### src/rtl/move_grid.sv
// Cursor position block: turns debounced up/down/left/right levels into an
// (x, y) grid position with a single step on press, hold-to-repeat, wrap or
// clamp at the edges, and moved/blocked status pulses.
//
// Ports:
//   clock              system clock, all state changes on posedge
//   reset              asynchronous active-low reset
//   up/down/left/right button levels, synchronous to clock
//   x, y               current column / row (registered)
//   moved              one-cycle pulse: x or y changed on the last edge
//   blocked            one-cycle pulse: a step hit a clamp edge (WRAP=0 only)
module move_grid #(
   parameter int unsigned X_WIDTH       = 2,
   parameter int unsigned Y_WIDTH       = 2,
   parameter int unsigned X_MAX         = 3,
   parameter int unsigned Y_MAX         = 3,
   parameter int unsigned X_INIT        = 0,
   parameter int unsigned Y_INIT        = 0,
   parameter bit          WRAP          = 1'b1,
   parameter int unsigned REPEAT_DELAY  = 4,
   parameter int unsigned REPEAT_PERIOD = 2,
   parameter int unsigned CNT_WIDTH     = 16
) (
   input  logic               clock,
   input  logic               reset,
   input  logic               up,
   input  logic               down,
   input  logic               left,
   input  logic               right,
   output logic [X_WIDTH-1:0] x,
   output logic [Y_WIDTH-1:0] y,
   output logic               moved,
   output logic               blocked
);

   localparam logic [X_WIDTH-1:0]   X_LAST     = X_WIDTH'(X_MAX);
   localparam logic [Y_WIDTH-1:0]   Y_LAST     = Y_WIDTH'(Y_MAX);
   localparam logic [CNT_WIDTH-1:0] DELAY_LAST = CNT_WIDTH'(REPEAT_DELAY - 1);
   localparam logic [CNT_WIDTH-1:0] PER_LAST   = CNT_WIDTH'(REPEAT_PERIOD - 1);

   typedef enum logic [1:0] {S_IDLE, S_DELAY, S_REPEAT} state_t;

   state_t               state, state_n;
   logic [CNT_WIDTH-1:0] cnt, cnt_n;
   logic [3:0]           prev_dir;

   logic                 x_inc_c, x_dec_c, y_inc_c, y_dec_c;
   logic [3:0]           dir_c;
   logic                 active_c, step_c;
   logic [X_WIDTH-1:0]   x_step_c;
   logic [Y_WIDTH-1:0]   y_step_c;
   logic                 x_blk_c, y_blk_c;

   // Opposite buttons cancel per axis; {inc,dec} pairs uniquely encode {dx,dy}
   assign x_inc_c  = right & ~left;
   assign x_dec_c  = left & ~right;
   assign y_inc_c  = down & ~up;
   assign y_dec_c  = up & ~down;
   assign dir_c    = {x_inc_c, x_dec_c, y_inc_c, y_dec_c};
   assign active_c = |dir_c;

   // Press / hold-to-repeat sequencing
   always_comb begin
      state_n = state;
      cnt_n   = cnt;
      step_c  = 1'b0;
      unique case (state)
         S_IDLE: begin
            if (active_c) begin
               step_c  = 1'b1;
               cnt_n   = '0;
               state_n = S_DELAY;
            end
         end
         S_DELAY: begin
            if (!active_c) begin
               cnt_n   = '0;
               state_n = S_IDLE;
            end else if (dir_c != prev_dir) begin
               step_c = 1'b1;
               cnt_n  = '0;
            end else if (cnt == DELAY_LAST) begin
               step_c  = 1'b1;
               cnt_n   = '0;
               state_n = S_REPEAT;
            end else begin
               cnt_n = cnt + CNT_WIDTH'(1);
            end
         end
         S_REPEAT: begin
            if (!active_c) begin
               cnt_n   = '0;
               state_n = S_IDLE;
            end else if (dir_c != prev_dir) begin
               // A changed vector restarts the initial delay
               step_c  = 1'b1;
               cnt_n   = '0;
               state_n = S_DELAY;
            end else if (cnt == PER_LAST) begin
               step_c = 1'b1;
               cnt_n  = '0;
            end else begin
               cnt_n = cnt + CNT_WIDTH'(1);
            end
         end
         default: begin
            cnt_n   = '0;
            state_n = S_IDLE;
         end
      endcase
   end

   // Per-axis target position with wrap or clamp at the edges
   always_comb begin
      x_step_c = x;
      y_step_c = y;
      x_blk_c  = 1'b0;
      y_blk_c  = 1'b0;
      if (x_inc_c) begin
         if (x == X_LAST) begin
            if (WRAP) x_step_c = '0;
            else      x_blk_c  = 1'b1;
         end else begin
            x_step_c = x + X_WIDTH'(1);
         end
      end else if (x_dec_c) begin
         if (x == '0) begin
            if (WRAP) x_step_c = X_LAST;
            else      x_blk_c  = 1'b1;
         end else begin
            x_step_c = x - X_WIDTH'(1);
         end
      end
      if (y_inc_c) begin
         if (y == Y_LAST) begin
            if (WRAP) y_step_c = '0;
            else      y_blk_c  = 1'b1;
         end else begin
            y_step_c = y + Y_WIDTH'(1);
         end
      end else if (y_dec_c) begin
         if (y == '0) begin
            if (WRAP) y_step_c = Y_LAST;
            else      y_blk_c  = 1'b1;
         end else begin
            y_step_c = y - Y_WIDTH'(1);
         end
      end
   end

   // State, position and status registers
   always_ff @(posedge clock or negedge reset) begin
      if (!reset) begin
         state    <= S_IDLE;
         cnt      <= '0;
         prev_dir <= '0;
         x        <= X_WIDTH'(X_INIT);
         y        <= Y_WIDTH'(Y_INIT);
         moved    <= 1'b0;
         blocked  <= 1'b0;
      end else begin
         state    <= state_n;
         cnt      <= cnt_n;
         prev_dir <= dir_c;
         moved    <= step_c && ((x_step_c != x) || (y_step_c != y));
         blocked  <= step_c && (x_blk_c || y_blk_c);
         if (step_c) begin
            x <= x_step_c;
            y <= y_step_c;
         end
      end
   end

endmodule
### config.mk
export PLATFORM = sky130hd
export DESIGN_NAME = move_grid
export DESIGN_NICKNAME = d
export VERILOG_FILES = /design/src/rtl/move_grid.sv
export SDC_FILE = /design/constraint.sdc
export NUM_CORES = 1
export LEC_CHECK = 0
export ABC_AREA = 1
export CORE_MARGIN = 4
export CORE_UTILIZATION = 30
export CTS_CLUSTER_DIAMETER = 150
export DETAILED_ROUTE_END_ITERATION = 10
export PLACE_DENSITY = 0.45
export SLEW_MARGIN = 0
export SYNTH_ARGS = -nofsm -noshare
export SYNTH_HDL_FRONTEND = slang
export SYNTH_SLANG_ARGS = --single-unit
### constraint.sdc
create_clock -name clock -period 1.65 [get_ports clock]
set_input_delay 0.33 -clock clock [delete_from_list [all_inputs] [get_ports clock]]
set_output_delay 0.33 -clock clock [all_outputs]
set_load 0.02 [all_outputs]
* After elaboration in Yosys (flattened, before gate mapping)
Index checks and enable logic that the tools add are counted.
Storage, ports and cells: bits in registers 27, input port bits 6, output and inout bits 6
Cells by class: add/sub/neg operators 5, equal/unequal tests 13, mux-type cells 31, bitwise operators 8, reductions and logical operators 7
Operators by type and width (number):
- 2-to-1 mux 16 bit | 7
- one-hot mux 16 bit (3 select lines) | 1
- 2-to-1 mux 2 bit | 14
- adder 16 x 1 -> 16 bit (second input constant) | 1
- == test 16 x 1 -> 1 bit (second input constant) | 1
- == test 16 x 2 -> 1 bit (second input constant) | 1
- inequality test 3 bit (second input constant) | 3
- 2-to-1 mux 1 bit | 7
- == test 2 bit (second input constant) | 3
- logical NOT 2 bit | 3
- one-hot mux 2 bit (3 select lines) | 1
- adder 2 x 1 -> 2 bit (second input constant) | 2
- AND 1 bit | 4
- inequality test 2 bit | 2
- inequality test 4 bit | 1
- NOT 1 bit | 4
- AND reduction 4 bit | 1
- OR reduction 4 bit | 1
- subtractor 2 x 1 -> 2 bit (second input constant) | 2
- one-hot mux 1 bit (3 select lines) | 1
- == test 2 x 1 -> 1 bit (second input constant) | 1
- inequality test 2 bit (second input constant) | 1
- logical AND 1 bit | 1
- logical OR 1 bit | 1

* Longest topological paths before layout
Gate-level depths: netlist (run 1).
depth in word-level cells 7, depth in mapped cells 13

* Least setup slack after synthesis (run 1)
Ideal clock, no wire load.
path type reg-to-reg, start point reg x[0], end point reg moved, library setup time 0.117 ns, arrival time 1.626 ns, data required time 1.533 ns, slack -0.094 ns, stages on the path, launching flop included 10, buffers on the path 0, cell sequence dfrtp_1 > inv_1 > ha_1 > nand2_1 > o21ai_0 > o21ai_0 > xor2_1 > o21ai_0 > nor2_1 > nor2_1
On the way: word-level cells in the longest chain between the ends 7, elaborated cells on any way between the ends 11, those cells by class add/sub (2); eq/ne (2); mux (4); reduce/logical (3)
RTL lines:
- start: declaration | line 30 | output logic [X_WIDTH-1:0] x,
- start signal: assignment | line 157 | x <= X_WIDTH'(X_INIT);
- start signal: assignment | line 168 | x <= x_step_c;
- subtractor 2 x 1 -> 2 bit / logical NOT 2 bit (equally long branches) | line 131, 127
- 2-to-1 mux 2 bit | line 127 | if (x == '0) begin
- 2-to-1 mux 2 bit | line 126 | end else if (x_dec_c) begin
- 2-to-1 mux 2 bit | line 119 | if (x_inc_c) begin
- inequality test 2 bit (*) | line 165 | moved <= step_c && ((x_step_c != x) || (y_step_c != y));
- logical OR 1 bit (*) | line 165
- logical AND 1 bit (*) | line 165
- end signal: assignment | line 165
- end: declaration | line 32 | output logic moved,
Every way passes the cells marked *; elsewhere a longest branch is shown, timed or not. A chain may end at the register's enable or synchronous reset.

* Final worst setup path (run 1)
start point reg cnt[9], end point reg x[0]
On the way: word-level cells in the longest chain between the ends 5, elaborated cells on any way between the ends 9, those cells by class eq/ne (2); mux (7)
RTL lines:
- start: declaration | line 44 | logic [CNT_WIDTH-1:0] cnt, cnt_n;
- start signal: assignment | line 163 | cnt <= cnt_n;
- == test 16 x 1 -> 1 bit / == test 16 x 2 -> 1 bit (equally long branches) | line 99, 82
- 2-to-1 mux 1 bit (on tied branches) | line 99, 82
- 2-to-1 mux 1 bit (on tied branches) | line 94, 79
- 2-to-1 mux 1 bit (on tied branches) | line 91, 76
- one-hot mux 1 bit (3 select lines) (*) | line 67 | unique case (state)
Marked as above.

==> impl_metrics.env, run 1 <==
export IMPL_cts_tree="yes"
export IMPL_dp_cells=370
export IMPL_clk_latency_ns=0.28
export IMPL_path_clk_slew_ns=0.10
export IMPL_setup_viol=0
export IMPL_placementRows=28
export IMPL_syn2layout_area_growth_pct=35.6
export IMPL_layout_commonest_cell="nand2_1"
export IMPL_track_usage_pct=12.9
export IMPL_layout_common_cells="60 x nand2_1, 39 x buf_4, 30 x nor2_1"
export IMPL_ys_types=32
export IMPL_diodes=0
export IMPL_end_kind="flop"
export IMPL_yosysWarnings=0
export IMPL_post_drt_wl_per_cell_um=12.4
export IMPL_grt_pass1_vias=1707
export IMPL_cp_required_ns=1.83
export IMPL_fmax_mhz=633
export IMPL_cp_start_kind="flop"
export IMPL_switching_power_mw=1.18
export IMPL_power_mw=2.81
export IMPL_die_w_um=88.0
export IMPL_seqPwrFrac_pct=29.2
export IMPL_numCtsBuffers=3
export IMPL_synth_nets=275
export IMPL_vias=1721
export IMPL_yosys_register_bits=27
export IMPL_p_leak_nw=1.16
export IMPL_grt_pass1_wl_mm=7.96
export IMPL_p_sw_share_pct=42.1
export IMPL_path_class="reg -> reg"
export IMPL_seq_area_frac_synth_pct=35.2
export IMPL_yosys_area_top_type="dfrtp_1"
export IMPL_route_detailed_drc=0
export IMPL_power_share_combinational_pct=56.4
export IMPL_synth_area_um2=1920
export IMPL_firstDrtPassIters=4
export IMPL_h_tree_depth=1
export IMPL_min_path_type="in -> async"
export IMPL_p_clk_share_pct=14.4
export IMPL_worstPathArrival_ns=1.76
export IMPL_grt_overflow=0
export IMPL_placed_area_um2=2350
export IMPL_viasPerCell=4.53
export IMPL_grt_antenna_before_repair=0
export IMPL_synthTopCellsByArea="dfrtp_1 35%, nand2_1 12%, ha_1 9.1%"
export IMPL_fp_dieH_um=88.0
export IMPL_dpl_hpwl_mm=3.39
export IMPL_nets=326
export IMPL_p_int_mw=1.63
export IMPL_skew_ns=0.00532
export IMPL_start_util_pct=31.7
export IMPL_synthCells=255
export IMPL_stdcell_count=380
export IMPL_first_iter_violations=96
export IMPL_ant_nets=0
export IMPL_maxCapViolCount=0
export IMPL_yosys_area_top_type_share_pct=35.2
export IMPL_power_density_nw_per_um2=1080
export IMPL_outcome="finished, final reports clean"
export IMPL_final_max_slew_viol_count=0
export IMPL_clock_path_buffers=2
export IMPL_finalHoldViolCount=0
export IMPL_irDropWorstVdd_v=0.000718
export IMPL_ios=12
export IMPL_fin_crit_ns=1.58
export IMPL_drive_gt1_share_pct=35.1
export IMPL_clockRootBuffer="clkbuf_8"
export IMPL_min_period_over_period_pct=95.7
export IMPL_place_gp_congestion=0.805
export IMPL_holdBufCountCts=0
export IMPL_postLayoutCellArea_um2=2610
export IMPL_syn_area_per_cell_um2=7.53
export IMPL_grt_start_max_net_pins=28
export IMPL_crit_fanout=6
export IMPL_dieArea_um2=7750
export IMPL_wirelength_mm=4.73
export IMPL_cts_sinks=27
export IMPL_core_um2=6060
export IMPL_io_buffers=10
==> worst max-delay path: stages, from the launching register on <==
cell and delay, ns:
dfrtp_2 0.46, nor2_1 0.16, nand2_1 0.12, nor2_4 0.17, nand3_1 0.09, nand3_1 0.09
nand2_1 0.06, nand2_2 0.13, nand2_4 0.08, nand2_1 0.06, nand2_1 0.05
==> cells in the mapped netlist <==
cell type / instances
nand2_1: 63
nor2_1: 35
dfrtp_1: 27
inv_1: 27
nand3_1: 17
ha_1: 14
o21ai_0: 10
a21oi_2: 9
nand2_2: 6
xor2_1: 6
a21oi_1: 5
xnor2_1: 5
buf_2: 3
nor2_2: 3
inv_2: 2
nand4_1: 2
nor2_4: 2
o211ai_1: 2
o21bai_1: 2
o22ai_1: 2
o31ai_1: 2
a21boi_1: 1
a31o_2: 1
buf_4: 1
buf_6: 1
clkinv_1: 1
conb_1: 1
nand2_4: 1
nor3_1: 1
nor4_1: 1
o22ai_2: 1
xnor2_2: 1
==> worst paths after layout <==
check	startpoint	to	slack, ns	cells past startpoint
setup / recovery	cnt[9]	x[0]	0.07	10
hold / removal	reset	cnt[2]	0.42	2
setup reg to reg	cnt[9]	x[0]	0.07	10
hold reg to reg	y[1]	y[1]	0.55	2
max in group asynchronous	reset	x[0]	0.94	2
min in group clock	down	prev_dir[1]	0.47	3
==> repair_timing <==
action / 4_1_cts / 5_1_grt
setup endpoints to repair: 27 / 23
setup buffers: 1 / 4
gates resized for setup: 28 / 32
endpoints found under the hold margin: 0 / 0
pin swaps: 10 / 10
cloned: 1 / 0
==> registers in the layout, indices dropped and copies added (netlist names) <==
| name | flops |
|---|---|
| cnt | 16 |
| prev_dir | 4 |
| state | 2 |
| x | 2 |
| y | 2 |
| moved | 1 |
==> cells by family (layout without fill, tap and decap cells) <==
kind of cell,Yosys count,in the layout,share of synthesized area [%]
xor gates and xnor gates,12,12,5.86
other,1,1,0.195
adders and majority gates,14,14,9.12
and+or+nand+nor,131,132,29.5
DFF,27,27,35.2
buffers and inverters,35,84,7.62
AOI/OAI and AO/OA,35,35,12.5
==> through the flow <==
step                util [%]  hold slack [ns]  setup slack [ns]  TNS (ns)
global placement        38.7            0.558            -0.561    -11.59
detailed placement      38.7            0.540            -0.566    -11.45
finish                  43.0            0.420            0.0712         0
global route            43.0            0.444           -0.0262   -0.0950
floorplan                  -           0.0344           0.00599         0
CTS                     41.0            0.436         0.0000344         0
==> power by group through the flow <==
| stage | clock network (mW) | registers, mW | logic (mW) |
|---|---|---|---|
| 2_1_floorplan | 0 | 0.930 | 0.667 |
| 3_3_place_gp | 0 | 0.822 | 1.33 |
| 3_5_place_dp | 0 | 0.824 | 1.33 |
| 4_1_cts | 0.424 | 0.812 | 1.41 |
| 5_1_grt | 0.442 | 0.832 | 1.76 |
| 6_report | 0.404 | 0.819 | 1.58 |
==> cell type report <==
type | instances | area, um2
clock buffers | 3 | 41.3
clock inverters | 1 | 5.00
well taps | 75 | 93.8
fillers | 632 | 3460
inverters | 30 | 113
flip-flops and latches | 27 | 681
multi-input cells | 194 | 1280
repair buffers | 50 | 393
==> layer usage <==
layer	vias up	global-route usage, %	part of all wire, %
met5	-	0	0
met4	0	1.65	1.1
met3	4	2.35	2.6
met2	17	23.2	49
met1	789	16.5	48
li1	911	-	-
No activity file was read; power rests on OpenSTA's default activity.
==> run 2, diff against run 1 <==
Settings changed: CTS_BUF_LIST set to sky130_fd_sc_hd__clkbuf_2 sky130_fd_sc_hd__clkbuf_4 sky130_fd_sc_hd__clkbuf_8.
==> results of run 2 <==
Same layout as run 1: the final DEF is identical, and so are final timing and power.
==> run 3, diff against run 2 <==
--- a/config.mk
+++ b/config.mk
@@ -12,5 +12,4 @@
 export CTS_CLUSTER_DIAMETER = 150
 export DETAILED_ROUTE_END_ITERATION = 10
-export PLACE_DENSITY = 0.45
 export SLEW_MARGIN = 0
 export SYNTH_ARGS = -nofsm -noshare
==> constraint.sdc (replaced) <==
create_clock -name clock -period 1.65 [get_ports clock]
set_input_delay 0.33 -clock clock [delete_from_list [all_inputs] [get_ports clock]]
set_output_delay 0.33 -clock clock [all_outputs]
set_load 0.1 [all_outputs]
==> run 3 against run 2 <==
Register-to-register slack improved by 0.02 ns. Power increased by 26%. Non-clock buffer count rose by 2. Sequential share of layout area fell by 0.96 points. Largest power group unchanged.
==> impl_metrics.env, run 3 (synthesis gave the netlist of run 1 again) <==
export IMPL_ant_nets=0
export IMPL_layout_common_cells="60 x nand2_1, 40 x buf_4, 32 x nor2_1"
export IMPL_h_tree_depth=1
export IMPL_p_int_mw=1.92
export IMPL_placed_area_um2=2430
export IMPL_min_path_type="in -> async"
export IMPL_dr_max_layer_used="met4"
export IMPL_fin_crit_ns=1.56
export IMPL_p_clk_share_pct=11.4
export IMPL_wl_met2_mm=2.27
export IMPL_clk_latency_ns=0.27
export IMPL_cts_tree="yes"
export IMPL_path_clk_slew_ns=0.10
export IMPL_irDropWorstVdd_v=0.00141
export IMPL_path_cells="inv_1, ha_1, inv_1, nor2_1, nand3_2, nand2_4, nand2_8, a21oi_2"
export IMPL_clock_path_buffers=2
export IMPL_crit_fanout=8
export IMPL_outcome="finished, final reports clean"
export IMPL_final_max_slew_viol_count=0
export IMPL_grt_start_max_net_pins=28
export IMPL_fmax_mhz=642
export IMPL_holdBufCountCts=0
export IMPL_wl_met3_um=143
export IMPL_postLayoutCellArea_um2=2740
export IMPL_route_detailed_drc=0
export IMPL_largest_reg_flops=16
export IMPL_diodes=0
export IMPL_worst_slack_ns=0.0914
export IMPL_power_share_combinational_pct=63.8
export IMPL_path_delay_family="simple AND/OR/NAND/NOR gates"
export IMPL_cpPeakStageDelay_ns=0.39
export IMPL_worstPathArrival_ns=1.76
export IMPL_grt_pass1_vias=1737
export IMPL_track_usage_pct=12.3
export IMPL_viasPerCell=4.59
export IMPL_maxCapViolCount=0
export IMPL_cp_start_kind="flop"
export IMPL_cp_slowest_cell="dfrtp_1"
export IMPL_drive_gt1_share_pct=37.1
export IMPL_setup_viol=0
export IMPL_power_density_nw_per_um2=1290
export IMPL_switching_power_mw=1.62
export IMPL_placementRows=28
export IMPL_reg_top3="cnt (16), prev_dir (4)"
export IMPL_layout_commonest_cell="nand2_1"
export IMPL_dpl_hpwl_mm=3.21
export IMPL_grt_antenna_before_repair=0
export IMPL_p_leak_nw=1.21
export IMPL_cts_sinks=27
export IMPL_cp_required_ns=1.85
export IMPL_pre_cts_ws_ns=-0.568
export IMPL_stdcell_count=382
export IMPL_p_sw_share_pct=45.7
export IMPL_core_um2=6060
export IMPL_clockRootBuffer="clkbuf_8"
export IMPL_min_period_over_period_pct=94.5
export IMPL_grt_overflow=0
export IMPL_first_iter_violations=57
export IMPL_cp_common_cell="inv_1"
export IMPL_syn2layout_area_growth_pct=42.9
export IMPL_io_buffers=10
export IMPL_place_gp_congestion=0.778
export IMPL_end_kind="flop"
export IMPL_post_drt_wl_per_cell_um=11.6
export IMPL_nets=328
export IMPL_top_register="cnt"
export IMPL_grt_pass1_wl_mm=7.72
export IMPL_fillers=609
export IMPL_path_buf_inv=2
export IMPL_start_util_pct=31.7
export IMPL_fp_dieH_um=88.0
export IMPL_die_w_um=88.0
export IMPL_numCtsBuffers=3
export IMPL_dp_cells=370
export IMPL_vias=1752
export IMPL_ios=12
export IMPL_final_util_pct=45.3
export IMPL_firstDrtPassIters=4
export IMPL_wirelength_mm=4.45
export IMPL_skew_ns=0.00451
export IMPL_finalHoldViolCount=0
export IMPL_seqPwrFrac_pct=24.7
export IMPL_dieArea_um2=7750
export IMPL_path_class="reg -> reg"
export IMPL_wl_met1_mm=2.02
[run 3: worst paths after layout]
kind | from | slack [ns] | end | cells after the start
worst max-delay path | state[0] | 0.09 | cnt[6] | 8
worst min-delay path | reset | 0.43 | cnt[1] | 2
worst max register to register | state[0] | 0.09 | cnt[6] | 8
worst min register to register | cnt[15] | 0.55 | cnt[15] | 2
max in group asynchronous | reset | 0.93 | x[0] | 2
min in group clock | down | 0.55 | prev_dir[1] | 2
[run 3: metal layers]
layer	vias to the layer above	track usage (%)
li1	914	-
met1	817	15.4
met2	19	22.1
met3	2	2.82
met4	0	1.65
met5	-	0
[run 3: cell type report]
class,count,area (um2),area share (%)
multi-input combinational,194,1320,48.1
sequential,27,691,25.2
timing repair buffer,52,470,17.1
inverter,30,120,4.38
tap,75,93.8,3.42
clock buffer,4,48.8,1.78
[run 3: power by group through the flow]
stage	logic, mW	registers [mW]	clock network [mW]
4_1_cts	1.94	0.891	0.424
5_1_grt	2.47	0.887	0.452
3_5_place_dp	1.86	0.899	0
6_report	2.25	0.874	0.404
3_3_place_gp	1.84	0.901	0
2_1_floorplan	0.719	1.32	0
[run 3: stage by stage]
step                      total power, mW  hold WS, ns  TNS, ns
after global routing                 3.80        0.444  -0.0270
after floorplan                      2.04       0.0344  -0.0306
final                                3.53        0.426        0
after global placement               2.74        0.524   -10.43
after detailed placement             2.76        0.529   -11.34
after CTS                            3.26        0.432        0
[run 3: repair_timing]
action | in CTS | in global routing
pin swaps | 13 | 22
gates cloned | 1 | 0
gates resized for setup | 15 | 35
setup endpoints to repair | 23 | 23
buffers inserted | 1 | 6
endpoints found under the hold margin | 0 | 0
